--- src/rtl/key_seq_if.sv ---
// Live key stream, pattern configuration and match report between the
// key front end and the key_sequence_matcher.
interface key_seq_if #(
  parameter int unsigned NUM_SEQ = 4,
  parameter int unsigned MAX_LEN = 8,
  parameter int unsigned KEY_W   = 4
);
  localparam int unsigned SLOT_W = (NUM_SEQ > 1) ? $clog2(NUM_SEQ) : 1;
  localparam int unsigned POS_W  = $clog2(MAX_LEN);
  localparam int unsigned LEN_W  = $clog2(MAX_LEN + 1);

  logic [KEY_W-1:0]  current_live_key_id;
  logic              current_live_key_pressed;
  logic              cfg_we;
  logic [SLOT_W-1:0] cfg_slot;
  logic [POS_W-1:0]  cfg_pos;
  logic [KEY_W-1:0]  cfg_key;
  logic              cfg_len_we;
  logic [LEN_W-1:0]  cfg_len;
  logic              match_valid;
  logic [SLOT_W-1:0] match_id;
  logic              seq_busy;

  modport master (
    output current_live_key_id, current_live_key_pressed,
    output cfg_we, cfg_slot, cfg_pos, cfg_key, cfg_len_we, cfg_len,
    input  match_valid, match_id, seq_busy
  );

  modport slave (
    input  current_live_key_id, current_live_key_pressed,
    input  cfg_we, cfg_slot, cfg_pos, cfg_key, cfg_len_we, cfg_len,
    output match_valid, match_id, seq_busy
  );
endinterface

--- src/rtl/key_sequence_matcher.sv ---
// Matches up to NUM_SEQ programmable key sequences in parallel on the live key
// stream and reports the lowest completing slot with a one-cycle pulse.
module key_sequence_matcher #(
  parameter int unsigned NUM_SEQ     = 4,
  parameter int unsigned MAX_LEN     = 8,
  parameter int unsigned KEY_W       = 4,
  parameter int unsigned CLK_FREQ_HZ = 50_000_000,
  parameter int unsigned TIMEOUT_MS  = 2000
) (
  input logic     clk,
  input logic     rst_n,
  key_seq_if.slave bus
);
  localparam int unsigned SLOT_W         = (NUM_SEQ > 1) ? $clog2(NUM_SEQ) : 1;
  localparam int unsigned POS_W          = $clog2(MAX_LEN);
  localparam int unsigned LEN_W          = $clog2(MAX_LEN + 1);
  localparam int unsigned TIMEOUT_CYCLES = TIMEOUT_MS * (CLK_FREQ_HZ / 1000);
  localparam int unsigned TO_LAST        = (TIMEOUT_CYCLES > 0) ? TIMEOUT_CYCLES - 1 : 0;
  localparam int unsigned CNT_W          = (TO_LAST > 0) ? $clog2(TO_LAST + 1) : 1;

  typedef logic [KEY_W-1:0] key_t;
  typedef logic [POS_W-1:0] idx_t;
  typedef logic [LEN_W-1:0] len_t;

  key_t              pat_q [NUM_SEQ][MAX_LEN];
  key_t              pat_d [NUM_SEQ][MAX_LEN];
  len_t              len_q [NUM_SEQ];
  len_t              len_d [NUM_SEQ];
  idx_t              idx_q [NUM_SEQ];
  idx_t              idx_d [NUM_SEQ];
  key_t              last_key_q, last_key_d;
  logic [CNT_W-1:0]  cnt_q, cnt_d;
  logic              match_valid_q, match_valid_d;
  logic [SLOT_W-1:0] match_id_q, match_id_d;
  logic              busy_q, busy_d;
  logic              key_evt_c;
  key_t              key_c;
  logic [NUM_SEQ-1:0] done_c;

  // Power-on pattern: slot 0 holds the practice-mode sequence 2,3,1,7,6,1,6.
  function automatic key_t rst_key(input int s, input int p);
    key_t k;
    k = '0;
    if (s == 0) begin
      case (p)
        0:       k = KEY_W'(2);
        1:       k = KEY_W'(3);
        2:       k = KEY_W'(1);
        3:       k = KEY_W'(7);
        4:       k = KEY_W'(6);
        5:       k = KEY_W'(1);
        6:       k = KEY_W'(6);
        default: k = '0;
      endcase
    end
    return k;
  endfunction

  function automatic len_t rst_len(input int s);
    return (s == 0) ? LEN_W'(7) : '0;
  endfunction

  always_comb begin
    pat_d         = pat_q;
    len_d         = len_q;
    idx_d         = idx_q;
    last_key_d    = last_key_q;
    cnt_d         = cnt_q;
    match_valid_d = 1'b0;
    match_id_d    = match_id_q;
    busy_d        = 1'b0;
    done_c        = '0;
    key_c         = bus.current_live_key_id;
    key_evt_c     = bus.current_live_key_pressed && (key_c != '0) && (key_c != last_key_q);

    if (!bus.current_live_key_pressed) begin
      last_key_d = '0;
    end else if (key_c != '0) begin
      last_key_d = key_c;
    end

    // A key event outranks a coincident timeout and restarts the gap counter.
    if (key_evt_c) begin
      cnt_d = '0;
      for (int s = 0; s < int'(NUM_SEQ); s++) begin
        if (len_q[s] == '0) begin
          idx_d[s] = '0;
        end else if (key_c == pat_q[s][idx_q[s]]) begin
          if (LEN_W'(idx_q[s]) == len_q[s] - LEN_W'(1)) begin
            done_c[s] = 1'b1;
            idx_d[s]  = '0;
          end else begin
            idx_d[s] = idx_q[s] + POS_W'(1);
          end
        end else if (key_c == pat_q[s][0]) begin
          if (len_q[s] == LEN_W'(1)) begin
            done_c[s] = 1'b1;
            idx_d[s]  = '0;
          end else begin
            idx_d[s] = POS_W'(1);
          end
        end else begin
          idx_d[s] = '0;
        end
      end
    end else if (busy_q) begin
      if (cnt_q == CNT_W'(TO_LAST)) begin
        cnt_d = '0;
        for (int s = 0; s < int'(NUM_SEQ); s++) idx_d[s] = '0;
      end else begin
        cnt_d = cnt_q + CNT_W'(1);
      end
    end else begin
      cnt_d = '0;
    end

    // Config writes override the event for the addressed slot only.
    if (bus.cfg_we && (32'(bus.cfg_slot) < NUM_SEQ) && (32'(bus.cfg_pos) < MAX_LEN)) begin
      pat_d[bus.cfg_slot][bus.cfg_pos] = bus.cfg_key;
      idx_d[bus.cfg_slot]              = '0;
      done_c[bus.cfg_slot]             = 1'b0;
    end
    if (bus.cfg_len_we && (32'(bus.cfg_slot) < NUM_SEQ)) begin
      len_d[bus.cfg_slot]  = (32'(bus.cfg_len) > MAX_LEN) ? LEN_W'(MAX_LEN) : bus.cfg_len;
      idx_d[bus.cfg_slot]  = '0;
      done_c[bus.cfg_slot] = 1'b0;
    end

    for (int s = int'(NUM_SEQ) - 1; s >= 0; s--) begin
      if (done_c[s]) match_id_d = SLOT_W'(s);
    end
    // Any completion restarts every slot so patterns never chain through a shared tail.
    if (|done_c) begin
      match_valid_d = 1'b1;
      for (int s = 0; s < int'(NUM_SEQ); s++) idx_d[s] = '0;
    end

    for (int s = 0; s < int'(NUM_SEQ); s++) begin
      if (idx_d[s] != '0) busy_d = 1'b1;
    end
  end

  always_ff @(posedge clk or negedge rst_n) begin
    if (!rst_n) begin
      for (int s = 0; s < int'(NUM_SEQ); s++) begin
        for (int p = 0; p < int'(MAX_LEN); p++) pat_q[s][p] <= rst_key(s, p);
        len_q[s] <= rst_len(s);
        idx_q[s] <= '0;
      end
      last_key_q    <= '0;
      cnt_q         <= '0;
      match_valid_q <= 1'b0;
      match_id_q    <= '0;
      busy_q        <= 1'b0;
    end else begin
      pat_q         <= pat_d;
      len_q         <= len_d;
      idx_q         <= idx_d;
      last_key_q    <= last_key_d;
      cnt_q         <= cnt_d;
      match_valid_q <= match_valid_d;
      match_id_q    <= match_id_d;
      busy_q        <= busy_d;
    end
  end

  assign bus.match_valid = match_valid_q;
  assign bus.match_id    = match_id_q;
  assign bus.seq_busy    = busy_q;

endmodule

--- src/flat_wrapper.sv ---
// flat-port wrapper written by rule: the top's interface ports become plain ports
module key_sequence_matcher_flat 
#(
  parameter int unsigned NUM_SEQ     = 4,
  parameter int unsigned MAX_LEN     = 8,
  parameter int unsigned KEY_W       = 4,
  parameter int unsigned CLK_FREQ_HZ = 50_000_000,
  parameter int unsigned TIMEOUT_MS  = 2000
)
  (clk, rst_n, bus_current_live_key_id, bus_current_live_key_pressed, bus_cfg_we, bus_cfg_slot, bus_cfg_pos, bus_cfg_key, bus_cfg_len_we, bus_cfg_len, bus_match_valid, bus_match_id, bus_seq_busy);
  key_seq_if #(.NUM_SEQ(NUM_SEQ), .MAX_LEN(MAX_LEN), .KEY_W(KEY_W)) bus_i ();
  input logic clk;
  input logic rst_n;
  input wire logic [$bits(bus_i.current_live_key_id)-1:0] bus_current_live_key_id;
  input wire logic [$bits(bus_i.current_live_key_pressed)-1:0] bus_current_live_key_pressed;
  input wire logic [$bits(bus_i.cfg_we)-1:0] bus_cfg_we;
  input wire logic [$bits(bus_i.cfg_slot)-1:0] bus_cfg_slot;
  input wire logic [$bits(bus_i.cfg_pos)-1:0] bus_cfg_pos;
  input wire logic [$bits(bus_i.cfg_key)-1:0] bus_cfg_key;
  input wire logic [$bits(bus_i.cfg_len_we)-1:0] bus_cfg_len_we;
  input wire logic [$bits(bus_i.cfg_len)-1:0] bus_cfg_len;
  output wire logic [$bits(bus_i.match_valid)-1:0] bus_match_valid;
  output wire logic [$bits(bus_i.match_id)-1:0] bus_match_id;
  output wire logic [$bits(bus_i.seq_busy)-1:0] bus_seq_busy;
  assign bus_i.current_live_key_id = bus_current_live_key_id;
  assign bus_i.current_live_key_pressed = bus_current_live_key_pressed;
  assign bus_i.cfg_we = bus_cfg_we;
  assign bus_i.cfg_slot = bus_cfg_slot;
  assign bus_i.cfg_pos = bus_cfg_pos;
  assign bus_i.cfg_key = bus_cfg_key;
  assign bus_i.cfg_len_we = bus_cfg_len_we;
  assign bus_i.cfg_len = bus_cfg_len;
  assign bus_match_valid = bus_i.match_valid;
  assign bus_match_id = bus_i.match_id;
  assign bus_seq_busy = bus_i.seq_busy;
  key_sequence_matcher #(.NUM_SEQ(NUM_SEQ), .MAX_LEN(MAX_LEN), .KEY_W(KEY_W), .CLK_FREQ_HZ(CLK_FREQ_HZ), .TIMEOUT_MS(TIMEOUT_MS)) u_core (.clk(clk), .rst_n(rst_n), .bus(bus_i));
endmodule
--- config.mk ---
export PLATFORM = sky130hd
export DESIGN_NAME = key_sequence_matcher_flat
export DESIGN_NICKNAME = d
export VERILOG_FILES = /design/src/rtl/key_seq_if.sv /design/src/rtl/key_sequence_matcher.sv /design/src/flat_wrapper.sv
export SDC_FILE = /design/constraint.sdc
export NUM_CORES = 1
export LEC_CHECK = 0
export BUFFER_PORTS_ARGS = -buffer_cell sky130_fd_sc_hd__clkbuf_2
export CAP_MARGIN = 10
export CORE_UTILIZATION = 35
export DETAILED_ROUTE_END_ITERATION = 12
export SYNTH_ARGS = -nofsm -noshare
export SYNTH_HDL_FRONTEND = slang
export SYNTH_SLANG_ARGS = --single-unit
--- constraint.sdc ---
create_clock -name clk -period 3.25 [get_ports clk]
set_input_delay 0.1625 -clock clk [delete_from_list [all_inputs] [get_ports clk]]
set_output_delay 0.1625 -clock clk [all_outputs]
set_load 0.03 [all_outputs]
* Yosys cells after proc, flatten, opt, wreduce, memory -nomap -nowiden
Index checks and enable logic that the tools add are counted.
** Cells by class
- Add/subtract/negate cells :: 9
- $mul :: 0
- Div/mod/pow operators :: 0
- Order comparisons :: 11
- Eq/ne operators :: 19
- Shift-type cells :: 0
- Mux-type cells :: 88
- Bitwise logic cells :: 12
- Reduce and logical (&&, ||, !) cells :: 16
** Operators by type and width (count)
- $bwmux 128 :: 1
- $mux 27 :: 3
- $mux 12 :: 6
- $demux 32 s2 :: 1
- $mux 4 :: 16
- $bmux 4 s3 :: 4
- $mux 3 :: 13
- $mux 1 :: 34
- $eq 4x4->1 :: 8
- $mux 32 :: 1
- $add 27x1->27 const B :: 1
- $eq 27x27->1 const B :: 1
- $and 12x12->12 :: 2
- $ge 4x4->1 const B :: 5
- $not 3->4 :: 5
- $bwmux 16 :: 1
- $eq 3x4->1 :: 4
- $eq 4x1->1 const B :: 4
- $logic_not 4->1 :: 4
- $sub 4x1->4 const B :: 4
- $add 3x1->3 const B :: 4
- $demux 4 s3 :: 1
- $not 12->12 :: 1
- $reduce_bool 3->1 :: 4
- other kinds (18) :: 27
** Storage, ports and cells
- Register bits :: 191
- Latch bits :: 0
- Memory bits (writable) :: 0
- ROM bits :: 0
- Input bits :: 22
- Output and inout port bits :: 4
- Memories :: 0

* Depth between registers and ports, before layout
- Depth in word-level cells :: 19
- Gate-level depth with buffers :: 12
- Depth with buffers taken out :: 10

* Worst setup path after synthesis
No wires, ideal clock.
- Path kind :: flip-flop to flip-flop
- Start point :: register u_core.idx_q[0] in the netlist's numbering
- End point :: register u_core.busy_q (netlist: u_core.bus.seq_busy)
- Library setup time :: 0.129 ns
- Arrival time :: 2.580 ns
- Setup slack :: 0.541 ns
- Stages on the path, launching flop included :: 11
- Path buffers :: 2
- Cells stage by stage :: dfrtp_1 -> buf_2 -> buf_4 -> mux2i_1 -> mux4_2 -> xor2_1 -> nand4_1 -> mux2_2 -> a22oi_2 -> a21oi_1 -> o41a_1
** On the way
- Word-level cells in the longest chain between the ends :: 19
** Ends and longest elaborated chain
- start: declaration :: line key_sequence_matcher.sv:29 : idx_t idx_q [NUM_SEQ];
- start signal: assignment :: line key_sequence_matcher.sv:158 : idx_q <= idx_d;
- $not 3->4 (implied by the code) :: line key_sequence_matcher.sv:88 : end else if (key_c == pat_q[s][idx_q[s]]) begin
- $bmux 4 s3 :: line key_sequence_matcher.sv:88
- $mux 4 (implied by the code) (2 in a row) :: line key_sequence_matcher.sv:88
- $eq 4x4->1 :: line key_sequence_matcher.sv:88
- $mux 1 :: line key_sequence_matcher.sv:88
- $mux 1 :: line key_sequence_matcher.sv:86 : if (len_q[s] == '0) begin
- $mux 4 :: line key_sequence_matcher.sv:83 : if (key_evt_c) begin
- $and 4x4->4 (no source line)
- $mux 4 :: line key_sequence_matcher.sv:118 : if (bus.cfg_we && (32'(bus.cfg_slot) < NUM_SEQ) && (32'(bus.cfg_pos) < MAX_LEN)) begin
- $and 4x4->4 (no source line)
- $mux 4 :: line key_sequence_matcher.sv:123 : if (bus.cfg_len_we && (32'(bus.cfg_slot) < NUM_SEQ)) begin
- $reduce_or 4->1 :: line key_sequence_matcher.sv:133 : if (|done_c) begin
- $mux 12 * :: line key_sequence_matcher.sv:133
- $reduce_bool 3->1 :: line key_sequence_matcher.sv:139 : if (idx_d[s] != '0) busy_d = 1'b1;
- $mux 1 (3 in a row) :: line key_sequence_matcher.sv:139
- $mux 1 * :: line key_sequence_matcher.sv:139
- named net u_core.busy_d :: line key_sequence_matcher.sv:35 : logic busy_q, busy_d;
- end signal: assignment :: line key_sequence_matcher.sv:163 : busy_q <= busy_d;
- end: declaration :: line key_sequence_matcher.sv:35
Mark *: on every way through the listed nets, which the timed path passes. The rest lies on a longest branch. The select of a mux whose other input is x is not followed.
A chain may end at the register's enable or synchronous reset.

* Worst setup path after layout
- Start point :: register u_core.idx_q[9] in the netlist's numbering
- End point :: register u_core.busy_q (netlist: u_core.bus.seq_busy)
The elaborated chain is that of the path after synthesis.

==> summary.md <==
| Metric | Value |
|---|---|
| Total gr overflow | 0 |
| PwrDens | 575 nW/µm² |
| CP required | 3.56 ns |
| Vias/cell | 5.11 |
| Clk sinks | 191 |
| Stages on the worst setup path | 8 |
| Clock buffer depth | 2 |
| Vias | 6372 |
| Synthesis Warnings | 0 |
| N_diodes | 0 |
| Post-synth ARST share | 100% |
| # rows | 61 |
| Skew final | 0.0152 ns |
| Worst R2R Path Depth | 8 |
| Synthesis-stage register bit count | 191 |
| WP buf/inv | 1 |
| Commonest cells post-synth | dfrtp_1 (176), mux2_2 (133), nor2_1 (73) |
| Placed Cells | 1212 |
| GRT Total Usage | 16.9% |
| Outcome | finished, final reports clean |
| GPL Wtd Cong | 0.834 |
| Core Area | 27900 µm² |
| Inserted Clock Buffers | 17 |
| Rel. slew slack | 49.8% |
| Max-slew violation count | 0 |
| First-pass iteration count of the detailed router | 4 |
| Clk root buf | clkbuf_16 |
| Initial DRC count | 401 |
| Peak supply drop | 0.289 mV |
| Max-cap violations | 0 |
| CTS tree | done |
| Syn Nets | 861 |
| Met2 routed WL | 10700 µm |
| ANT nets after route | 0 |
| Vias in the first global route | 6718 |
| Post-synthesis cell type count | 56 |
| Critical path's slowest cell | dfrtp_1 |
| Clk Latency, worst-skew pair | 0.44 ns |
| Tcrit/Tclk final | 92.0% |
| Die Height | 170 µm |
| Die area | 29000 µm² |
| HPWL after DPL | 16000 µm |
| Top Family by Delay on Critical Path | compound AO/OA/AOI/OAI gates |
| Critical setup path kind | reg2reg |
| CP Launch Type | flop |
| DRC viols | 0 |
| Min Tclk post-route | 2.99 ns |
| Largest net degree at the start of global routing | 81 |
| Fmax | 334 MHz |
| Synth-to-layout area growth | 13.0% |
| Top_reg_cell synth | dfrtp_1 |
| Fin area | 11200 µm² |
| Io pins | 26 |
| First-pass GRT wire length | 37500 µm |
| Leakage | 0.00464 µW |
| Final core utilization | 40.2% |
| Post-synth top area share | 44.4% |
| Setup repair after global routing missed its margin | false |
| Routed len/inst | 18.1 µm |
| Max layer used | met4 |
| Endpoints failing setup | 0 |
| EDFF count, synth | 0 |
| Critical path peak fanout | 9 |
| Worst-margin pin slew | 0.753 ns |
| Sequential fraction of the synthesis area | 48.4% |
| Port bufs | 25 |
| Number of H-tree levels | 4 |
| Drt total wl | 22500 µm |
| DRT met1 WL | 10600 µm |
| HP Class | in2reg |
| Delay of the slowest critical-path stage | 0.64 ns |
| Antenna violations before repair | 0 |
| Synth top area cells | dfrtp_1 (44%), mux2_2 (15%), mux4_2 (5.5%) |
| NumNets Final | 894 |
| Clock transition at path regs | 0.07 ns |
| Final Hold Fails | 0 |
| Layout cells sized above 1 | 30.5% |
| Met3 wire len | 985 µm |
| Syn Std Cell Area | 9920 µm² |
| Fin cells | 1246 |
| Placed cell areas | 10600 µm² |
| Worst-path cell chain | buf_4 -> mux2i_1 -> mux4_2 -> xor2_1 -> nand4_1 -> a221oi_1 -> o2111ai_1 -> o41a_1 |
| Arr. time, crit path | 3.30 ns |
| CP Capture Type | flop |
| Starting density of the core | 35.6% |
| Cells after synthesis | 822 |
| Count leader, synth | dfrtp_1 |
| Post-CTS setup buffer count | 0 |
| Syn_area_per_cell | 12.1 µm² |
| Die width | 170 µm |
| Fillcell total | 2659 |
| Worst hold stages | 3 |
| Setup_tns | 0 ns |
| Post-synth top area cell | dfrtp_1 |
[cell usage in the layout, fill, tap and decap left out, types with 15 or more instances in the layout]
master and count:
buf_4 21, clkbuf_16 17, clkbuf_2 24, dfrtp_1 175, dfstp_2 15, ha_1 17
mux2_2 133, mux2i_1 43, mux4_2 24, nand2_1 53, nand3_1 16, nor2_1 73
o21ai_0 16, xnor2_1 36, xor2_1 40
[final cells by class]
type / instances / area (µm²) / area share [%]
Sequential cell: 191 / 4800 / 42.8
Tap cell: 378 / 473 / 4.22
Clock buffer: 18 / 439 / 3.92
Multi-Input combinational cell: 581 / 4910 / 43.8
Clock inverter: 14 / 179 / 1.60
Timing Repair Buffer: 50 / 352 / 3.14
Inverter: 14 / 52.6 / 0.469
[final timing paths]
path | startpoint | endpoint | slack (ns)
worst max-delay path | u_core.idx_q[9] | u_core.bus.seq_busy | 0.26
worst min-delay path | bus_cfg_len[2] | u_core.len_q[14] | 0.03
worst min register to register | u_core.cnt_q[0] | u_core.cnt_q[0] | 0.48
worst max register to register | u_core.idx_q[9] | u_core.bus.seq_busy | 0.26
max in group asynchronous | rst_n | u_core.pat_q[30] | 2.09
min in group asynchronous | rst_n | u_core.pat_q[106] | 0.33
[sequential cells by signal, indices dropped and copies added, names as in the netlist]
signal	flops
u_core.bus.match_id	2
u_core.bus.match_valid	1
u_core.bus.seq_busy	1
u_core.cnt_q	27
u_core.idx_q	12
u_core.last_key_q	4
u_core.len_q	16
u_core.pat_q	128
[routing by layer]
| metal | track usage (%) | vias up |
|---|---|---|
| li1 | - | 2996 |
| met5 | 0 | - |
| met2 | 27.3 | 91 |
| met4 | 5.48 | 0 |
| met1 | 22.8 | 3267 |
| met3 | 3.09 | 18 |
[power by group]
part / internal [µW] / total, µW / switching [µW] / leakage [µW]
combinational: 622 / 1190 / 564 / 0.00189
sequential: 2770 / 3050 / 276 / 0.00245
clock: 1250 / 2210 / 968 / 0.000300
[kinds of logic after synthesis]
family,Yosys count,share of synthesized area (%)
xor gates and xnor gates,76,6.71
AOI/OAI and AO/OA,58,4.05
muxes,201,25.0
adders and majority gates,17,2.14
and+or+nand+nor,229,11.5
DFF,191,48.4
buffers and inverters,50,2.21
[worst register-to-register path, delay by kind of cell, from the launching register on]
kind	cells	cell delay (ns)
flops	1	0.64
xor+xnor	1	0.14
mux	2	0.55
compound gates	3	1.03
buf+inv	1	0.27
simple gates	1	0.23
[through the flow]
| stage | worst slack (ns) | power [µW] | hold slack (ns) |
|---|---|---|---|
| after floorplan | 0.541 | 3890 | -0.133 |
| after global placement | 0.285 | 4250 | 0.256 |
| after detailed placement | 0.196 | 4280 | 0.257 |
| after CTS | 0.152 | 6500 | 0.0231 |
| after global routing | 0.0463 | 6770 | 0.0457 |
| final | 0.259 | 6450 | 0.0299 |
[what timing repair did]
action | CTS | global route
hold buffers | 2 | 0
gates resized for setup | 0 | 1
endpoints found under the hold margin | 67 | 0
endpoints found under the setup margin | 0 | 10
No activity file was read; power rests on OpenSTA's default activity.
